--- src/rtl/gwa_pkg.sv ---
// Shared constants for the gwa input-conditioning stage.
// The optional credit counter in gwa_input_cond is enabled by defining GWA_INCNT_EN.
package gwa_pkg;

  localparam int NUM_CH         = 3;
  localparam int CH_EU1         = 0;
  localparam int CH_EU2         = 1;
  localparam int CH_WT          = 2;

  localparam int VAL_EU1        = 1;
  localparam int VAL_EU2        = 2;

  localparam int CREDIT_W       = 8;
  localparam int DEB_CYCLES_DEF = 4;

  typedef logic [NUM_CH-1:0] ch_vec_t;

endpackage

--- src/rtl/gwa_debounce.sv ---
// One input channel: 2-flop synchroniser, debounce counter with stable level,
// and a strobe on the edge where the stable level goes 0 -> 1.
module gwa_debounce
  import gwa_pkg::*;
#(
  parameter int DEB_CYCLES = DEB_CYCLES_DEF
) (
  input  logic clk,
  input  logic rst,
  input  logic raw,
  output logic rise
);

  generate
    if (DEB_CYCLES < 2) begin : g_bad_param
      $error("gwa_debounce: DEB_CYCLES must be >= 2");
    end
  endgenerate

  localparam int CNT_W = (DEB_CYCLES > 2) ? $clog2(DEB_CYCLES) : 1;
  localparam logic [CNT_W-1:0] CNT_MAX = CNT_W'(DEB_CYCLES - 1);

  logic             r_sync1;
  logic             r_sync2;
  logic             r_level;
  logic [CNT_W-1:0] r_cnt;
  logic             w_diff;
  logic             w_done;

  assign w_diff = (r_sync2 != r_level);
  assign w_done = w_diff && (r_cnt == CNT_MAX);

  // Strobe is asserted in the cycle whose edge moves the level high, so the
  // caller can latch its pending flag on that same edge.
  assign rise = w_done & r_sync2;

  always_ff @(posedge clk or negedge rst) begin
    if (!rst) begin
      r_sync1 <= 1'b1;
      r_sync2 <= 1'b1;
      r_level <= 1'b1;
      r_cnt   <= '0;
    end else begin
      r_sync1 <= raw;
      r_sync2 <= r_sync1;
      if (!w_diff || w_done) begin
        r_cnt <= '0;
      end else begin
        r_cnt <= r_cnt + 1'b1;
      end
      if (w_done) begin
        r_level <= r_sync2;
      end
    end
  end

endmodule

--- src/rtl/gwa_input_cond.sv ---
// Conditions the raw coin/key lines into single-cycle EU1/EU2/WT pulses with
// a fixed-priority arbiter. Define GWA_INCNT_EN to add the saturating CREDIT output.
module gwa_input_cond
  import gwa_pkg::*;
#(
  parameter int DEB_CYCLES = DEB_CYCLES_DEF
) (
  input  logic clk,
  input  logic rst,
  input  logic EU1_RAW,
  input  logic EU2_RAW,
  input  logic WT_RAW,
  output logic EU1,
  output logic EU2,
  output logic WT
`ifdef GWA_INCNT_EN
  ,
  output logic [CREDIT_W-1:0] CREDIT
`endif
);

  ch_vec_t w_raw;
  ch_vec_t w_rise;
  ch_vec_t w_grant;
  ch_vec_t r_pend;
  ch_vec_t r_out;

  assign w_raw[CH_EU1] = EU1_RAW;
  assign w_raw[CH_EU2] = EU2_RAW;
  assign w_raw[CH_WT]  = WT_RAW;

  genvar gi;
  generate
    for (gi = 0; gi < NUM_CH; gi++) begin : g_ch
      gwa_debounce #(
        .DEB_CYCLES(DEB_CYCLES)
      ) u_deb (
        .clk  (clk),
        .rst  (rst),
        .raw  (w_raw[gi]),
        .rise (w_rise[gi])
      );
    end
  endgenerate

  // Lowest channel index wins; only already-latched events compete.
  always_comb begin
    w_grant         = '0;
    w_grant[CH_EU1] = r_pend[CH_EU1];
    w_grant[CH_EU2] = r_pend[CH_EU2] & ~r_pend[CH_EU1];
    w_grant[CH_WT]  = r_pend[CH_WT] & ~r_pend[CH_EU2] & ~r_pend[CH_EU1];
  end

  always_ff @(posedge clk or negedge rst) begin
    if (!rst) begin
      r_pend <= '0;
      r_out  <= '0;
    end else begin
      r_pend <= (r_pend & ~w_grant) | w_rise;
      r_out  <= w_grant;
    end
  end

  assign EU1 = r_out[CH_EU1];
  assign EU2 = r_out[CH_EU2];
  assign WT  = r_out[CH_WT];

`ifdef GWA_INCNT_EN
  logic [CREDIT_W-1:0] r_credit;
  logic [CREDIT_W:0]   w_add;
  logic [CREDIT_W:0]   w_sum;

  always_comb begin
    w_add = '0;
    if (w_grant[CH_EU1]) begin
      w_add = (CREDIT_W+1)'(VAL_EU1);
    end else if (w_grant[CH_EU2]) begin
      w_add = (CREDIT_W+1)'(VAL_EU2);
    end
    w_sum = {1'b0, r_credit} + w_add;
  end

  always_ff @(posedge clk or negedge rst) begin
    if (!rst) begin
      r_credit <= '0;
    end else if (w_sum[CREDIT_W]) begin
      r_credit <= '1;
    end else begin
      r_credit <= w_sum[CREDIT_W-1:0];
    end
  end

  assign CREDIT = r_credit;
`endif

endmodule

--- config.mk ---
export PLATFORM = sky130hd
export DESIGN_NAME = gwa_input_cond
export DESIGN_NICKNAME = d
export VERILOG_FILES = /design/src/rtl/gwa_pkg.sv /design/src/rtl/gwa_debounce.sv /design/src/rtl/gwa_input_cond.sv
export SDC_FILE = /design/constraint.sdc
export NUM_CORES = 1
export LEC_CHECK = 0
export ABC_CLOCK_PERIOD_IN_PS = 1050
export CORE_UTILIZATION = 46
export DETAILED_ROUTE_END_ITERATION = 7
export PLACE_DENSITY_LB_ADDON = 0.08
export SYNTH_ARGS = -nofsm -noshare
export SYNTH_HDL_FRONTEND = slang
export SYNTH_HIERARCHICAL = 1
export SYNTH_SLANG_ARGS = --single-unit
--- constraint.sdc ---
create_clock -name clk -period 1.05 [get_ports clk]
set_input_delay 0.315 -clock clk [delete_from_list [all_inputs] [get_ports clk]]
set_output_delay 0.315 -clock clk [all_outputs]
set_load 0.01 [all_outputs]
==> impl.org, run 1 <==
** Routing
- Number of iterations in the first detailed-routing pass :: 3
- DRC errors left :: 0
- Summing over every cut layer, the via total after detailed routing is 397.
- The count of nets left with antenna violations once routing finished came out at 0.
- Number of violations reported at the end of detailed-routing iteration 0 :: 5
- Detail-routed via count per cell :: approximately 5.0
- Routed len/inst :: around 12 um
- Total length of routed wires :: between 900 and 1000 um

** Job
- Across the run, the number of max-cap violations was 0.

** GRT
- Pin count of the biggest net entering global routing :: 22
- After global routing the overflow that remains totals 0.
- Global-route total usage across every layer :: between 10% and 20%
- Number of antenna violations at the first check in global routing :: 0
- Via count of the first global-routing pass :: roughly 410
- The first global-routing pass estimated 1621 um of wire.

** Critical path
- Critical path arrival :: 0.79 ns
- Nature of the critical path startpoint :: flop
- The critical path is of the reg2out type.
- Cell family with most CP delay :: flip-flops
- Required time at the endpoint of the critical path :: 0.73 ns
- The most critical setup path has its startpoint at r_out[0].
- RR Startpoint :: g_ch[1].u_deb/r_cnt[0]
- On the critical path, the stage with the largest delay is an instance of sky130_fd_sc_hd__dfrtp_1.
- In this design, the stage delay of the slowest critical-path cell is roughly 0.37 ns.
- Total buffers and inverters traversed by the critical path :: 1
- Cell-by-cell trace of the critical path :: buf_2
- STA classifies the critical path endpoint as an output port.
- Largest fanout on the critical path :: 1

** Min path
- Class of the tightest hold or removal check :: in2async

** Synth
- Yosys warning count :: 6
- Flip-flop and latch count after synthesis :: 21
- Each instance of the synthesized netlist takes up on average roughly 15 um^2.
- The cell count after synthesis came out at 50.
- Distinct cell type count of the synthesized netlist :: 14
- Sequential element share of the synthesized area :: approximately 73%
- Cell area after technology mapping :: between 700 and 800 um^2
- Synthesis produced a netlist with a net count of 58.

** Clocking
- The tree built by TritonCTS fans out to 21 sinks.
- Total clock buffers created by CTS :: 3
- Counting along the longest clock path gives a buffer depth of 2.
- Clock root buffer :: sky130_fd_sc_hd__clkbuf_4
- In this run the number of H-tree levels came out at 1.
- Clock-pin slew was measured on the worst setup and hold paths at 0.10 ns.
- For the worst-skew pair, the clock arrives at the later sink with an insertion delay of 0.28 ns.
- TritonCTS clock tree :: yes

** Placement
- Summing all placed instances gives a cell area of 855.8 um^2.
- Worst setup timing slack at the placement stage :: -0.1072 ns
- The count of buffers added on input and output ports is 7.
- RD Place Congestion :: approximately 0.65
- The HPWL after detailed placement is around 730 um.
- Cell count after placement :: 75

** Power
- Overall power consumption after layout is estimated at 1.892 mW.
- Peak supply drop :: 1.165 mV
- Pleak :: 0.4111 nW
- Power Density :: 2170 mW/mm^2

** STA
- In the final timing run, aggregate negative setup slack is -0.1516 ns.
- Final hold vios :: 0
- Static timing analysis puts the maximum clock frequency at just over 900 MHz.
- The smallest clock period supported by the final layout is computed as 1.104 ns.
- The count of final max-slew check failures came to 0.
- Smallest setup slack after layout :: -0.05378 ns
- Measured slew at the worst slew-check pin :: 0.2600 ns
- Unrepaired setup endpoints after global routing :: yes
- Post-route fraction of the period consumed by the critical path :: 105.1%
- Hold timing on the final database bottoms out at a slack of between 0.3 and 0.4 ns.
- Headroom to the max-slew limit :: ~83%
- Setup skew after layout :: about 0.0003 ns
- Final-report setup violation count :: 3

** Final layout
- Cells fill 57.89% of the core in the end.
- Design area :: between 800 and 900 um^2
- Number of fill cells in the layout :: ~120
- Highest-count cells in the layout ignoring fill and taps :: sky130_fd_sc_hd__dfrtp_1, sky130_fd_sc_hd__dfstp_2, sky130_fd_sc_hd__o21ai_0, sky130_fd_sc_hd__clkdlybuf4s50_1
- Share of post-route cells with drive strength above 1 :: approximately two fifths
- Leaving out filler cells and counting taps, the final layout contains between 70 and 80.
- Net count of the finished layout :: 72
- Most common cell after layout, fill and taps aside :: sky130_fd_sc_hd__dfrtp_1
- 0 antenna diodes ended up in the layout.
- Post-synthesis to final-layout area growth :: 18.14%

** Floorplanning
- Overall die width :: between 40 and 50 um
- Initial cell density of the core :: 49.00%
- Die Outline Area :: ~0.0018 mm^2
- Die H :: 42.06 um
- Core ar. :: roughly 0.0015 mm^2
- # rows :: 14
- 8 I/O pins were placed.

** Run status
- The run finished, with violations left.
- Violations in the final reports :: negative setup slack
## cells in the mapped netlist
cell / n / area share, %
sky130_fd_sc_hd__xnor2_1: 3 / 3.6
sky130_fd_sc_hd__inv_1: 3 / 1.5
sky130_fd_sc_hd__nor3b_1: 1 / 1.0
sky130_fd_sc_hd__a21o_2: 1 / 1.2
sky130_fd_sc_hd__ha_1: 3 / 5.1
sky130_fd_sc_hd__nor3_1: 3 / 2.0
sky130_fd_sc_hd__dfstp_2: 9 / 32
sky130_fd_sc_hd__nand2b_1: 1 / 0.85
sky130_fd_sc_hd__o21ai_0: 4 / 2.7
sky130_fd_sc_hd__nor3b_2: 3 / 5.1
sky130_fd_sc_hd__nand2_1: 3 / 1.5
sky130_fd_sc_hd__nor2_1: 3 / 1.5
sky130_fd_sc_hd__and2b_2: 1 / 1.2
sky130_fd_sc_hd__dfrtp_1: 12 / 41
## flip-flops by register name, summed over array words and instances, names as in the netlist
| name | cells |
|---|---|
| g_ch.u_deb/r_cnt | 6 |
| g_ch.u_deb/r_level | 3 |
| g_ch.u_deb/r_sync1 | 3 |
| g_ch.u_deb/r_sync2 | 3 |
| r_out | 3 |
| r_pend | 3 |
## cell families after synthesis
| logic type | share of synthesized area (%) |
|---|---|
| simple gates | 13.22 |
| compound gates | 3.899 |
| fa+ha+maj | 5.085 |
| flops | 72.71 |
| buf+inv | 1.525 |
| xor+xnor | 3.560 |
## what timing repair did
item                       in CTS  in global routing
gates cloned                    0                  0
setup endpoints to repair       3                  5
pin swaps                       0                  0
hold buffers                    0                  0
buffers inserted                0                  0
resized for setup              12                  2
## final timing paths
kind                                          end  slack, ns  cells after the start
setup / recovery                              EU1      -0.05                      1
hold / removal             g_ch[2].u_deb/r_cnt[1]       0.36                      2
setup reg to reg                        r_pend[1]       0.06                      4
hold reg to reg             g_ch[1].u_deb/r_sync2       0.36                      0
max in group asynchronous   g_ch[0].u_deb/r_level       0.48                      2
min in group clk            g_ch[1].u_deb/r_sync2       0.36                      0
## layer usage
metal  part of all wire [%]  global-route usage, %
met3                    5.0                  3.448
met1                     39                  13.31
met4                      0                  5.625
met5                      0                      0
met2                     56                  22.50
## final cells by class
| class | instances | area (um^2) | share of cell area [%] |
|---|---|---|---|
| clock buffers | 4 | 26.28 | 3.013 |
| multi-input cells | 26 | 195.2 | 22.38 |
| inverters | 3 | 11.26 | 1.291 |
| repair buffers | 9 | 82.58 | 9.469 |
| flip-flops and latches | 21 | 536.8 | 61.55 |
| well taps | 16 | 20.02 | 2.296 |
## where the power goes
group	internal, mW	switching [mW]	leakage (nW)
clock	0.147	0.209	0.0150
combinational	0.218	0.180	0.141
sequential	1.03	0.108	0.255
No activity file was read; power rests on OpenSTA's default activity.
==> run 2, diff against run 1 <==
--- a/config.mk
+++ b/config.mk
@@ -7,6 +7,7 @@
 export LEC_CHECK = 0
 export ABC_CLOCK_PERIOD_IN_PS = 1050
 export CORE_UTILIZATION = 46
+export CTS_CLUSTER_SIZE = 10
 export DETAILED_ROUTE_END_ITERATION = 7
 export PLACE_DENSITY_LB_ADDON = 0.08
 export SYNTH_ARGS = -nofsm -noshare
==> results of run 2 <==
Same layout as run 1: the final DEF is identical, and so are final timing and power.
